<file path="src/rtl/wb_write_arbiter.sv">
// Register-file write-port arbiter: WB results win, MDU results are
// buffered in a small FIFO and drained into idle write slots.
module wb_write_arbiter #(
    parameter int DATA_WIDTH          = 32,
    parameter int REGISTER_ADDR_WIDTH = 5,
    parameter int BUF_DEPTH           = 2,
    parameter int STARVE_LIMIT        = 4,
    localparam int CW = $clog2(BUF_DEPTH) + 1,
    localparam int PW = (BUF_DEPTH > 1) ? $clog2(BUF_DEPTH) : 1,
    localparam int SW = $clog2(STARVE_LIMIT + 1)
) (
    input  logic                           clk,
    input  logic                           rst,
    input  logic                           reg_write_WB,
    input  logic [REGISTER_ADDR_WIDTH-1:0] rd_WB,
    input  logic [DATA_WIDTH-1:0]          result_WB,
    input  logic                           mdu_valid,
    output logic                           mdu_ready,
    input  logic [REGISTER_ADDR_WIDTH-1:0] mdu_rd,
    input  logic [DATA_WIDTH-1:0]          mdu_result,
    output logic                           rf_we,
    output logic [REGISTER_ADDR_WIDTH-1:0] rf_waddr,
    output logic [DATA_WIDTH-1:0]          rf_wdata,
    output logic                           stall_req,
    output logic [CW-1:0]                  buf_count
);

    logic [REGISTER_ADDR_WIDTH-1:0] addr_q [BUF_DEPTH];
    logic [DATA_WIDTH-1:0]          data_q [BUF_DEPTH];
    logic [PW-1:0]                  rd_ptr;
    logic [PW-1:0]                  wr_ptr;
    logic [SW-1:0]                  starve_cnt;

    logic wb_eff;
    logic fifo_empty;
    logic push;
    logic pop;

    assign wb_eff     = reg_write_WB && (rd_WB != '0);
    assign fifo_empty = (buf_count == '0);
    assign mdu_ready  = !rst && (buf_count < CW'(BUF_DEPTH));
    // Accepted x0 results are dropped rather than occupying a slot.
    assign push       = mdu_valid && mdu_ready && (mdu_rd != '0);
    assign pop        = !wb_eff && !fifo_empty;

    always_ff @(posedge clk) begin
        if (push) begin
            addr_q[wr_ptr] <= mdu_rd;
            data_q[wr_ptr] <= mdu_result;
        end
    end

    always_ff @(posedge clk) begin
        if (rst) begin
            rf_we      <= 1'b0;
            rf_waddr   <= '0;
            rf_wdata   <= '0;
            stall_req  <= 1'b0;
            buf_count  <= '0;
            starve_cnt <= '0;
            rd_ptr     <= '0;
            wr_ptr     <= '0;
        end else begin
            rf_we <= wb_eff || pop;
            if (wb_eff) begin
                rf_waddr <= rd_WB;
                rf_wdata <= result_WB;
            end else if (pop) begin
                rf_waddr <= addr_q[rd_ptr];
                rf_wdata <= data_q[rd_ptr];
            end

            if (push)
                wr_ptr <= wr_ptr + PW'(1);
            if (pop)
                rd_ptr <= rd_ptr + PW'(1);

            case ({push, pop})
                2'b10:   buf_count <= buf_count + CW'(1);
                2'b01:   buf_count <= buf_count - CW'(1);
                default: buf_count <= buf_count;
            endcase

            // Counter runs only while a head entry is waiting unserved.
            if (fifo_empty || pop) begin
                starve_cnt <= '0;
                stall_req  <= 1'b0;
            end else begin
                if (starve_cnt < SW'(STARVE_LIMIT))
                    starve_cnt <= starve_cnt + SW'(1);
                if (starve_cnt == SW'(STARVE_LIMIT))
                    stall_req <= 1'b1;
            end
        end
    end

endmodule

</file>
<file path="config.mk">
export PLATFORM = sky130hd
export DESIGN_NAME = wb_write_arbiter
export DESIGN_NICKNAME = d
export VERILOG_FILES = /design/src/rtl/wb_write_arbiter.sv
export SDC_FILE = /design/constraint.sdc
export NUM_CORES = 1
export LEC_CHECK = 0
export ABC_AREA = 0
export BUFFER_PORTS_ARGS = -buffer_cell sky130_fd_sc_hd__buf_4
export CAP_MARGIN = 0
export CORE_ASPECT_RATIO = 0.8
export CORE_MARGIN = 2
export CORE_UTILIZATION = 56
export CTS_BUF_LIST = sky130_fd_sc_hd__clkbuf_2
export DETAILED_ROUTE_END_ITERATION = 10
export PLACE_DENSITY = 0.83
export SLEW_MARGIN = 0
export SYNTH_ARGS = -nofsm -noshare
export SYNTH_HDL_FRONTEND = slang
export SYNTH_SLANG_ARGS = --single-unit
</file>
<file path="constraint.sdc">
create_clock -name clk -period 4.22 [get_ports clk]
set_input_delay 0.211 -clock clk [delete_from_list [all_inputs] [get_ports clk]]
set_output_delay 0.211 -clock clk [all_outputs]
set_load 0.03 [all_outputs]
</file>
== Yosys cells after proc, flatten, opt, wreduce, memory -nomap -nowiden ==
Memories as Yosys holds them, arrays and structs flattened. A register that Yosys moved wholly into a read port is not among the register bits.
Cells that the tools add are included.

* Input bits: 78
* Bits in registers: 46
* Memory bits (writable): 74
* Word-level logic and storage cells: 47
* Memories: 2
* Output and inout bits: 42

* $lt $le $gt $ge: 2
* Reductions and logical operators: 16
* Multiplexer cells: 11
* Equal/unequal tests: 3
* Add/subtract/negate cells: 5

{| class="wikitable"
|+ Memory list
! memory !! depth !! width !! rd ports !! clocked after memory_dff !! write ports !! line !! text
|-
| data_q || 2 || 32 || 1 || 1 || 1 || 29 || <nowiki>logic [DATA_WIDTH-1:0] data_q [BUF_DEPTH];</nowiki>
|-
| addr_q || 2 || 5 || 1 || 1 || 1 || 28 || <nowiki>logic [REGISTER_ADDR_WIDTH-1:0] addr_q [BUF_DEPTH];</nowiki>
|}

{| class="wikitable"
|+ Operators with widths
! operator !! number
|-
| $mux 32 || 2
|-
| $mux 5 || 2
|-
| $reduce_bool 5->1 || 2
|-
| $mux 1 || 6
|-
| $logic_and 1x1->1 || 5
|-
| $pmux 2 s2 || 1
|-
| $reduce_bool 2->1 || 2
|-
| $add 3x1->3 const B || 1
|-
| $eq 3x3->1 const B || 1
|-
| $logic_not 1->1 || 3
|-
| $lt 3x3->1 const B || 1
|-
| $add 1x1->1 const B || 2
|-
| $add 2x1->2 const B || 1
|-
| $eq 2x1->1 const B || 1
|-
| $eq 2x2->1 const B || 1
|-
| $logic_not 2->1 || 1
|-
| $logic_or 1x1->1 || 2
|-
| $lt 2x2->1 const B || 1
|-
| $reduce_or 2->1 || 1
|-
| $sub 2x1->2 const B || 1
|}

== Longest topological paths before layout ==
Gate-level depths: netlist of the first run.

* Word-level depth: 6
* Depth in mapped cells: 8
* Depth with buffers taken out: 6

== Least setup slack after synthesis of the first run ==
No wires, ideal clock.

* Path kind: reg2reg
* Start point: reg buf_count[1]
* End point: mem addr_q[0][0], enable pin
* Data required time: 3.789 ns
* Period minus slack after synthesis: 3.584 ns
* Path buffers: 2
* Setup slack: 0.636 ns
* Stages on the path, launching flop included: 6
* Arrival time: 3.152 ns
* Setup time: 0.431 ns
* Cell sequence: dfxtp_1 buf_2 buf_1 nor2_1 o211ai_1 nor2_1

* Longest elaborated chain between the ends: 6

{| class="wikitable"
|+ Ends and longest elaborated chain
! what !! line !! text
|-
| start, declared || 25 || <nowiki>output logic [CW-1:0] buf_count</nowiki>
|-
| start signal, assigned || 79 || <nowiki>2'b10: buf_count <= buf_count + CW'(1);</nowiki>
|-
| start signal, assigned || 80 || <nowiki>2'b01: buf_count <= buf_count - CW'(1);</nowiki>
|-
| start signal, assigned || 81 || <nowiki>default: buf_count <= buf_count;</nowiki>
|-
| $lt 2x2->1 || 41 || <nowiki>assign mdu_ready = !rst && (buf_count < CW'(BUF_DEPTH));</nowiki>
|-
| $logic_and 1x1->1 || 41 ||
|-
| named net mdu_ready || 18 || <nowiki>output logic mdu_ready,</nowiki>
|-
| $logic_and 1x1->1 (2 in series) || 43 || <nowiki>assign push = mdu_valid && mdu_ready && (mdu_rd != '0);</nowiki>
|-
| $mux 1 || 47 || <nowiki>if (push) begin</nowiki>
|-
| $mux 1 (not written as such) || 48 || <nowiki>addr_q[wr_ptr] <= mdu_rd;</nowiki>
|-
| end, declared || 28 ||
|}

The timed path passes the listed nets, and every way through them passes these cells.

== Worst setup path after layout of the first run ==
* Start point: reg buf_count[1]
* End point: reg buf_count[1]

* Elaborated cells between the ends (all ways): 13
* Those cells by class: add/sub (2); order compare (1); eq/ne (2); mux (1); reduce/logical (7)

{| class="wikitable"
|+ RTL lines
! what !! line !! text
|-
| $logic_not 2->1 * || 40 || <nowiki>assign fifo_empty = (buf_count == '0);</nowiki>
|-
| $logic_not 1->1 * || 44 || <nowiki>assign pop = !wb_eff && !fifo_empty;</nowiki>
|-
| $logic_and 1x1->1 * || 44 ||
|-
| named net pop || 37 || <nowiki>logic pop;</nowiki>
|-
| $eq 2x1->1 or $eq 2x2->1 (tied branches) || 78 || <nowiki>case ({push, pop})</nowiki>
|-
| $pmux 2 s2 or $reduce_bool 2->1 (tied branches) || -- ||
|}

The timed path passes the listed nets; every way through them passes the cells marked *.
A chain may end at the register's enable or synchronous reset.

==> results.toml, run 1 <==
[run]
cap_viol_max_count = 0

[power_and_ir_drop]
p_total_mw = 3.734
p_leak_nw = 2.819
combPwrFrac_pct = 36.9
clkPwrFrac_pct = 21.1
peakVddDrop_uv = 287.4
p_per_area_mw_per_mm2 = 526.1
power_switching_share_pct = 36.49
p_seq_share_pct = 42.1
intPower_mw = 2.372
netSwitchingPower_mw = 1.363

[setup_path]
path_max_fanout = 40
worst_ep_arrival_time_ns = 3.22
worstSetupStartpoint = "buf_count[1]"
startpoint_type = "flip-flop"
rr_startpoint = "buf_count[1]"
cpMaxStageDelayCell = "dfxtp_2"
crit_cells = 5
end_kind = "flip-flop"
r2r_cells = 5
setup.worst_path.end = "buf_count[1]"
path_buf_inv = 0
worstSetupPathType = "reg2reg"
path_delay_family = "flip-flops"
cp.required_ns = 4.77
path_cells = "nor2_1 -> o41ai_2 -> ha_1 -> or3_1 -> a21oi_1"
r2r_end = "buf_count[1]"
rrSetupSlack_ns = 1.55
cp_slowest_stage_delay_ns = 0.88

[synth]
synth.top_cell.area_share_pct = 43.39
ys_ff_latch = 121
synth_common_cells = "74 x edfxtp_1, 65 x mux2i_1, 47 x dfxtp_1"
yosys-top-cells-area = "edfxtp_1 43%, dfxtp_1 18%, mux2i_1 13%, a211o_1 5.5%, nand2b_1 3.9%"
syn-num-nets = 460
synth_seq_area_share_pct = 61.76
ys_async_sr_fraction_pct = 0
syn-cell-area_mm2 = 0.005121
yosysWarnings = 0
yosys.cell_types.count = 34
post-synth-top-area-cell = "edfxtp_1"
yosysMostFrequentCell = "edfxtp_1"
avgSynthCellArea_um2 = 13.51
synth_cells = 379
synth_edf_count = 74
synth_flop_cell = "edfxtp_1"

[floorplanning]
die-area_mm2 = 0.009931
die-width_um = 110.9
fp-row-count = 31
fp.dieH_um = 89.54
fp.coreArea_mm2 = 0.008960
ios = 120
start_util_pct = 57.16

[finish]
drive_gt1_share_pct = 29.11
final_util_pct = 79.22
diodes = 0
syn_to_final_growth_pct = 38.60
fin_nets = 652

[clock_network]
cts_tree = "built"
cts_num_sinks = 121
clock_path_buffers = 2
htree_levels = 4
clk-insertion-delay-late_ns = 0.65
path_clk_slew_ns = 0.16
cts_root_buf = "clkbuf_2"
cts_made_buffers = 17

[drt]
ant_nets = 0
totalWireLength_mm = 11.80
viasPerCell = 5.474
first_iter_violations = 243
vias = 3826
drtPass1Iterations = 4
wl_per_cell_um = 16.87
drc = 0

[sta]
hold_viol = 0
setup_viol = 0
finalSetupTns_ns = 0
fin_worst_skew_ns = 0.04208
min_period_ns = 2.669
whs_ns = 0.1646
drv_slew = 0
tightest_slew_ns = 1.109
slew_headroom_pct = 25.88
fin_crit_sh_pct = 63.24
fin_ws_ns = 1.551
fmax_ghz = 0.3747
rsz0062_at_grt = "false"

[placed_design]
hpwl_mm = 6.554
io_buffers = 119
finalWeightedCongestion = 0.7388
pre_cts_ws_ns = 1.576

[grt]
busiest_layer = "met2"
met3_usage_pct = 5.966
antenna_found_initial = 0
gr-usage-all-layers_pct = 23.92
grt_max_degree = 85
gr-usage-met1_pct = 29.56
grt_pass1_vias = 3824
grt_pass1_wl_mm = 18.11
gr-total-overflow = 0
grt_util_met2_pct = 42.00

[hold_path]
hold_class = "in2reg"

[status]
status = "finished, final reports clean"
## sequential cells by signal, indices dropped and copies added (netlist names), named ones only
register and count:
addr_q 10, buf_count 2, data_q 64, rd_ptr 1
rf_waddr 5, rf_wdata 32, rf_we 1, stall_req 1
starve_cnt 3, wr_ptr 1
## placed cells by master, fill, tap and decap left out, types with 2 or more instances in the layout
| cell | netlist | final |
|---|---|---|
| buf_4 | 0 | 123 |
| dlygate4sd3_1 | 0 | 81 |
| edfxtp_1 | 74 | 74 |
| mux2i_1 | 65 | 65 |
| dfxtp_1 | 47 | 44 |
| nor3_1 | 32 | 32 |
| a211o_1 | 32 | 32 |
| nand2b_1 | 32 | 32 |
| clkbuf_2 | 0 | 18 |
| nor2_1 | 13 | 11 |
| nor2b_1 | 8 | 8 |
| o41ai_2 | 6 | 6 |
| a211oi_1 | 5 | 5 |
| nor4_1 | 4 | 4 |
| inv_1 | 3 | 3 |
| nand3b_1 | 3 | 3 |
| a21oi_1 | 3 | 3 |
| ha_1 | 3 | 3 |
| dfxtp_2 | 0 | 3 |
| clkinv_2 | 0 | 3 |
| clkinv_4 | 0 | 3 |
| inv_6 | 0 | 3 |
| bufinv_16 | 0 | 3 |
| nor2_4 | 0 | 2 |
| xor2_1 | 2 | 2 |
| nand2_1 | 2 | 2 |
| mux2_2 | 2 | 2 |
| o21ai_0 | 2 | 2 |
| clkinvlp_4 | 0 | 2 |
## power groups by stage
stage                     Sequential, mW  Clock [mW]  Combinational, mW
final                               1.57       0.787               1.38
after global routing                1.59       0.855               1.48
after CTS                           1.57       0.796               1.37
after detailed placement            1.60           0               1.31
after global placement              1.59           0               1.28
after floorplan                     1.73           0              0.779
## worst reg2reg max path, cell delays in order, from the launching register on
cell     delay, ns
dfxtp_2       0.88
nor2_1        0.37
o41ai_2       0.50
ha_1          0.35
or3_1         0.38
a21oi_1       0.14
## stage by stage
stage | instances | cell area (µm²)
6_report | 699 | 7098
5_1_grt | 699 | 7098
4_1_cts | 699 | 7098
3_5_place_dp | 586 | 6025
3_3_place_gp | 586 | 6025
2_1_floorplan | 379 | 5121
## layer usage
metal  part of all wire (%)  routed length (µm)
met5                      0                   0
met4                    1.2                 141
met3                    6.2                 726
met2                     51                5987
met1                     42                4940
## logic make-up (layout without fill, tap and decap cells)
| group | after synthesis | in the layout | synth area share, % |
|---|---|---|---|
| flip-flops | 121 | 121 | 61.76 |
| AO/OA/AOI/OAI | 53 | 53 | 9.382 |
| adder cells (fa/ha/maj) | 3 | 3 | 0.7330 |
| AND/OR/NAND/NOR | 98 | 98 | 10.65 |
| buffers and inverters | 34 | 239 | 3.811 |
| multiplexers | 67 | 67 | 13.14 |
| XOR/XNOR | 3 | 3 | 0.5132 |
## worst min path at each step
| stage | from | endpoint | cells after the start |
|---|---|---|---|
| after CTS | rst | buf_count[0] | 2 |
| after global placement | mdu_result[24] | data_q[0][24] | 1 |
| final | rst | buf_count[0] | 2 |
| after floorplan | mdu_rd[0] | addr_q[0][0] | 0 |
| after global routing | rst | buf_count[0] | 2 |
| after detailed placement | mdu_result[15] | data_q[1][15] | 1 |
## cell type report
type,count,area (µm²)
multi-input combinational,224,1779
sequential,121,3167
timing repair buffer,204,1734
inverter,3,11.26
clock inverter,14,172.7
clock buffer,18,90.09
fill,521,1862
tap,115,143.9
## repair_timing
action / in CTS / in global routing
hold buffers: 81 / 0
resized for setup: 0 / 0
buffers inserted: 0 / 0
hold endpoints to repair: 119 / 0
Power figures use the tool's default switching activity.
==> inputs of run 2 (changes only) <==
CORE_UTILIZATION = 50   (was 56)
PLACE_DENSITY = 0.78   (was 0.83)
clock period = 2.19 ns   (was 4.22 ns; I/O delays follow)
==> run 2 against run 1 <==
Net effect: total power increased by 96%; critical path type unchanged; clock skew fell by 0.017 ns; global-route usage is 0.44 points lower; clock power increased by 83%.
==> results.toml, run 2 (synthesis gave the netlist of run 1 again) <==
[drt]
first_iter_violations = 245
drtPass1Iterations = 4
viasPerCell = 5.358
route.met2.wl_mm = 6.553
top_layer_used = "met4"
wl_met1_mm = 5.088
drc = 0
wl_per_cell_um = 17.17
route.met3.wl_um = 811
totalWireLength_mm = 12.60
vias = 3933
ant_nets = 0

[floorplanning]
fp.coreArea_mm2 = 0.01012
start_util_pct = 50.62
die-width_um = 117.2
die-area_mm2 = 0.01107
ios = 120
fp-row-count = 33
fp.dieH_um = 94.52

[finish]
area.sequential_mm2 = 0.003169
drive_gt1_share_pct = 29.63
largest_reg_flops = 64
final_area_mm2 = 0.007214
final_common_cell = "buf_4"
multi_input_area_mm2 = 0.001787
top_register = "data_q"
fin_nets = 662
top_regs = "data_q x64, rf_wdata x32, addr_q x10"
final_cells = 734
syn_to_final_growth_pct = 40.87
fill_cells = 698
diodes = 0
most-common-layout-cells = "128 x buf_4, 83 x dlygate4sd3_1, 74 x edfxtp_1"

[setup_path]
rrSetupSlack_ns = 0.21
end_kind = "flip-flop"
worstSetupStartpoint = "buf_count[1]"
worstSetupPathType = "reg2reg"
r2r_cells = 4
startpoint_type = "flip-flop"
worst_ep_arrival_time_ns = 2.23
path_max_fanout = 37
r2r_end = "data_q[0][5]"
cp.required_ns = 2.44
setup.worst_path.end = "data_q[0][5]"
rr_startpoint = "buf_count[1]"

[clock_network]
postCtsSetupRepairBufs = 0
cts_num_sinks = 121
htree_levels = 4
clk-insertion-delay-late_ns = 0.63
path_clk_slew_ns = 0.17
cts_made_buffers = 17
cts_tree = "built"
cts_root_buf = "clkbuf_2"
clock_path_buffers = 2

[sta]
finalSetupTns_ns = 0
drv_slew = 0
rsz0062_at_grt = "false"
min_period_ns = 1.984
fin_worst_skew_ns = 0.02555
tightest_slew_ns = 1.153
setup_viol = 0
fmax_ghz = 0.5041
slew_headroom_pct = 22.98
hold_viol = 0
fin_crit_sh_pct = 90.59

[grt]
grt_pass1_wl_mm = 19.38
gr-usage-all-layers_pct = 23.48
gr-total-overflow = 0
grt_max_degree = 84
grt_pass1_vias = 3991
antenna_found_initial = 0

[placed_design]
io_buffers = 119
dp_cells = 619
place_area_mm2 = 0.006138
hpwl_mm = 7.293
finalWeightedCongestion = 0.7719

[power_and_ir_drop]
p_per_area_mw_per_mm2 = 1013
p_leak_nw = 2.873
peakVddDrop_uv = 656.4

[run]
cap_viol_max_count = 0

[hold_path]
hold_class = "in2reg"

[status]
status = "finished, final reports clean"
-- run 2: routing by layer --
metal  vias to the layer above  global-route usage, %
met5                         -                      0
met4                         0                  7.451
met3                        15                  6.226
met2                       160                  41.28
met1                      1932                  28.10
li1                       1826                      -
-- run 2: timing repair --
action,in CTS,in global routing
setup endpoints to repair,0,1
gates resized for setup,0,3
endpoints found under the hold margin,119,0
hold buffers,83,0
-- run 2: per-stage QoR --
step | total power, mW | util (%) | hold WS [ns] | setup WS (ns)
CTS | 7.293 | 71.21 | 0.1197 | 0.01749
floorplan | 4.869 | - | 0.2084 | 0.01356
finish | 7.309 | 71.32 | 0.1983 | 0.2061
global route | 7.694 | 71.32 | 0.1132 | 0.07527
global placement | 5.662 | 60.68 | 0.2956 | 0.2044
detailed placement | 5.754 | 60.68 | 0.2979 | 0.1838
-- run 2: final cells by class --
class | instances | area share (%)
Clock buffer | 21 | 1.457
Clock inverter | 11 | 1.786
Inverter | 3 | 0.1561
Multi-Input combinational cell | 224 | 24.77
Sequential cell | 121 | 43.93
Tap cell | 140 | 2.428
Timing Repair Buffer | 214 | 25.48
-- run 2: how the worst min path moves through the flow --
| stage | startpoint | end | slack [ns] | cells after the start |
|---|---|---|---|---|
| floorplan | mdu_rd[0] | addr_q[0][0] | 0.21 | 0 |
| global placement | mdu_result[19] | data_q[0][19] | 0.30 | 1 |
| detailed placement | mdu_result[29] | data_q[1][29] | 0.30 | 1 |
| CTS | mdu_result[20] | data_q[0][20] | 0.12 | 2 |
| global route | mdu_result[7] | data_q[1][7] | 0.11 | 2 |
| finish | mdu_result[25] | data_q[0][25] | 0.20 | 2 |
-- run 2: power breakdown --
group / switching, mW / total, mW / internal [mW]
sequential: 0.211 / 2.98 / 2.77
combinational: 1.63 / 2.89 / 1.26
clock: 0.802 / 1.44 / 0.636
-- run 2: critical path, stage by stage (launching register included) --
cell and delay, ns:
dfxtp_4 0.39, nor2_4 0.08, o211ai_1 0.09, buf_4 0.17, nor2_4 0.89
==> inputs of run 3 (changes only) <==
CORE_ASPECT_RATIO = 2   (was 0.8)
CORE_MARGIN = default   (was 2)
==> run 3 against run 2 <==
Net effect: final cell count shrank 0.95%; routed wire length shrank 1.2%; maximum frequency is essentially flat; flip-flop and latch count is the same; die area shrank 3.6%.
==> results.toml, run 3 (synthesis gave the netlist of run 1 again) <==
[drt]
totalWireLength_mm = 12.45
route.met2.wl_mm = 7.491
ant_nets = 0
top_layer_used = "met4"
viasPerCell = 5.327
vias = 3873
wl_per_cell_um = 17.13
first_iter_violations = 150
drc = 0
route.met3.wl_um = 561
wl_met1_mm = 4.034
drtPass1Iterations = 4

[clock_network]
clock_path_buffers = 2
cts.repair.resized = 0
cts_made_buffers = 17
cts_root_buf = "clkbuf_2"
cts.hold.buffers_added = 82
path_clk_slew_ns = 0.17
clk-insertion-delay-late_ns = 0.66
postCtsSetupRepairBufs = 0
cts_num_sinks = 121
cts_tree = "built"
htree_levels = 4

[placed_design]
finalWeightedCongestion = 0.7586
place_area_mm2 = 0.006152
io_buffers = 119
pre_cts_ws_ns = 0.1784
hpwl_mm = 7.486

[setup_path]
cp.required_ns = 2.46
startpoint_type = "flip-flop"
end_kind = "flip-flop"
worst_ep_arrival_time_ns = 2.25
rr_startpoint = "buf_count[1]"
worstSetupPathType = "reg2reg"
path_max_fanout = 37
worstSetupStartpoint = "buf_count[1]"
r2r_cells = 4

[hold_path]
whs_path_depth = 7
hold_class = "in2reg"
min_from = "rst"

[floorplanning]
die-area_mm2 = 0.01068
fp-row-count = 51
ios = 120
die-width_um = 73.56
start_util_pct = 52.11
fp.dieH_um = 145.1
fp.coreArea_mm2 = 0.009827

[power_and_ir_drop]
p_per_area_mw_per_mm2 = 1030
p_total_mw = 7.480
peakVddDrop_uv = 740.2
p_leak_nw = 2.893

[sta]
fin_ws_ns = 0.2041
slew_headroom_pct = 25.30
fin_crit_sh_pct = 90.68
fmax_ghz = 0.5036
finalSetupTns_ns = 0
hold_viol = 0
drv_slew = 0
whs_ns = 0.1618
min_period_ns = 1.986
rsz0062_at_grt = "false"
fin_worst_skew_ns = 0.03671
setup_viol = 0
tightest_slew_ns = 1.118

[finish]
final_area_mm2 = 0.007259
fin_nets = 661
multi_input_area_mm2 = 0.001787
largest_reg_flops = 64
top_regs = "data_q x64, rf_wdata x32, addr_q x10"
top_register = "data_q"
drive_gt1_share_pct = 29.51
most-common-layout-cells = "128 x buf_4, 82 x dlygate4sd3_1, 74 x edfxtp_1"
syn_to_final_growth_pct = 41.75
final_common_cell = "buf_4"
fill_cells = 686
area.sequential_mm2 = 0.003168

[grt]
grt_pass1_wl_mm = 19.71
grt_max_degree = 84
grt_pass1_vias = 4186
gr-total-overflow = 0
gr-usage-all-layers_pct = 24.96
antenna_found_initial = 2

[run]
cap_viol_max_count = 0

[status]
status = "finished, final reports clean"
## run 3: worst max-delay path, stage by stage (launching register included)
cell,delay (ns)
dfxtp_4,0.39
nor2_4,0.08
o211ai_1,0.11
buf_4,0.18
nor2_4,0.84
## run 3: layout make-up
cell class                 instances  area share (%)
timing repair buffer             213           25.37
inverter                           3          0.1551
sequential                       121           43.64
antenna                            2         0.06894
clock inverter                    12           2.499
clock buffer                      20           1.379
tap                              132           2.275
multi-input combinational        224           24.61
## run 3: worst paths after layout
kind / end / slack (ns)
setup reg to reg: data_q[0][4] / 0.20
hold reg to reg: stall_req / 0.54
setup / recovery: data_q[0][4] / 0.20
hold / removal: buf_count[0] / 0.16
## run 3: per-stage QoR
stage	utilization (%)	std cells
after floorplan	-	379
after global placement	62.61	611
after detailed placement	62.61	611
after CTS	73.82	725
after global routing	73.87	727
final	73.87	727
## run 3: routing by layer
metal | global-route usage [%] | vias up
li1 | - | 1836
met1 | 24.45 | 1880
met2 | 45.60 | 136
met3 | 5.833 | 21
met4 | 13.75 | 0
met5 | 0 | -
## run 3: power breakdown
part	internal (mW)	switching (mW)
registers	2.77	0.208
clock network	0.861	0.787
logic	1.26	1.60
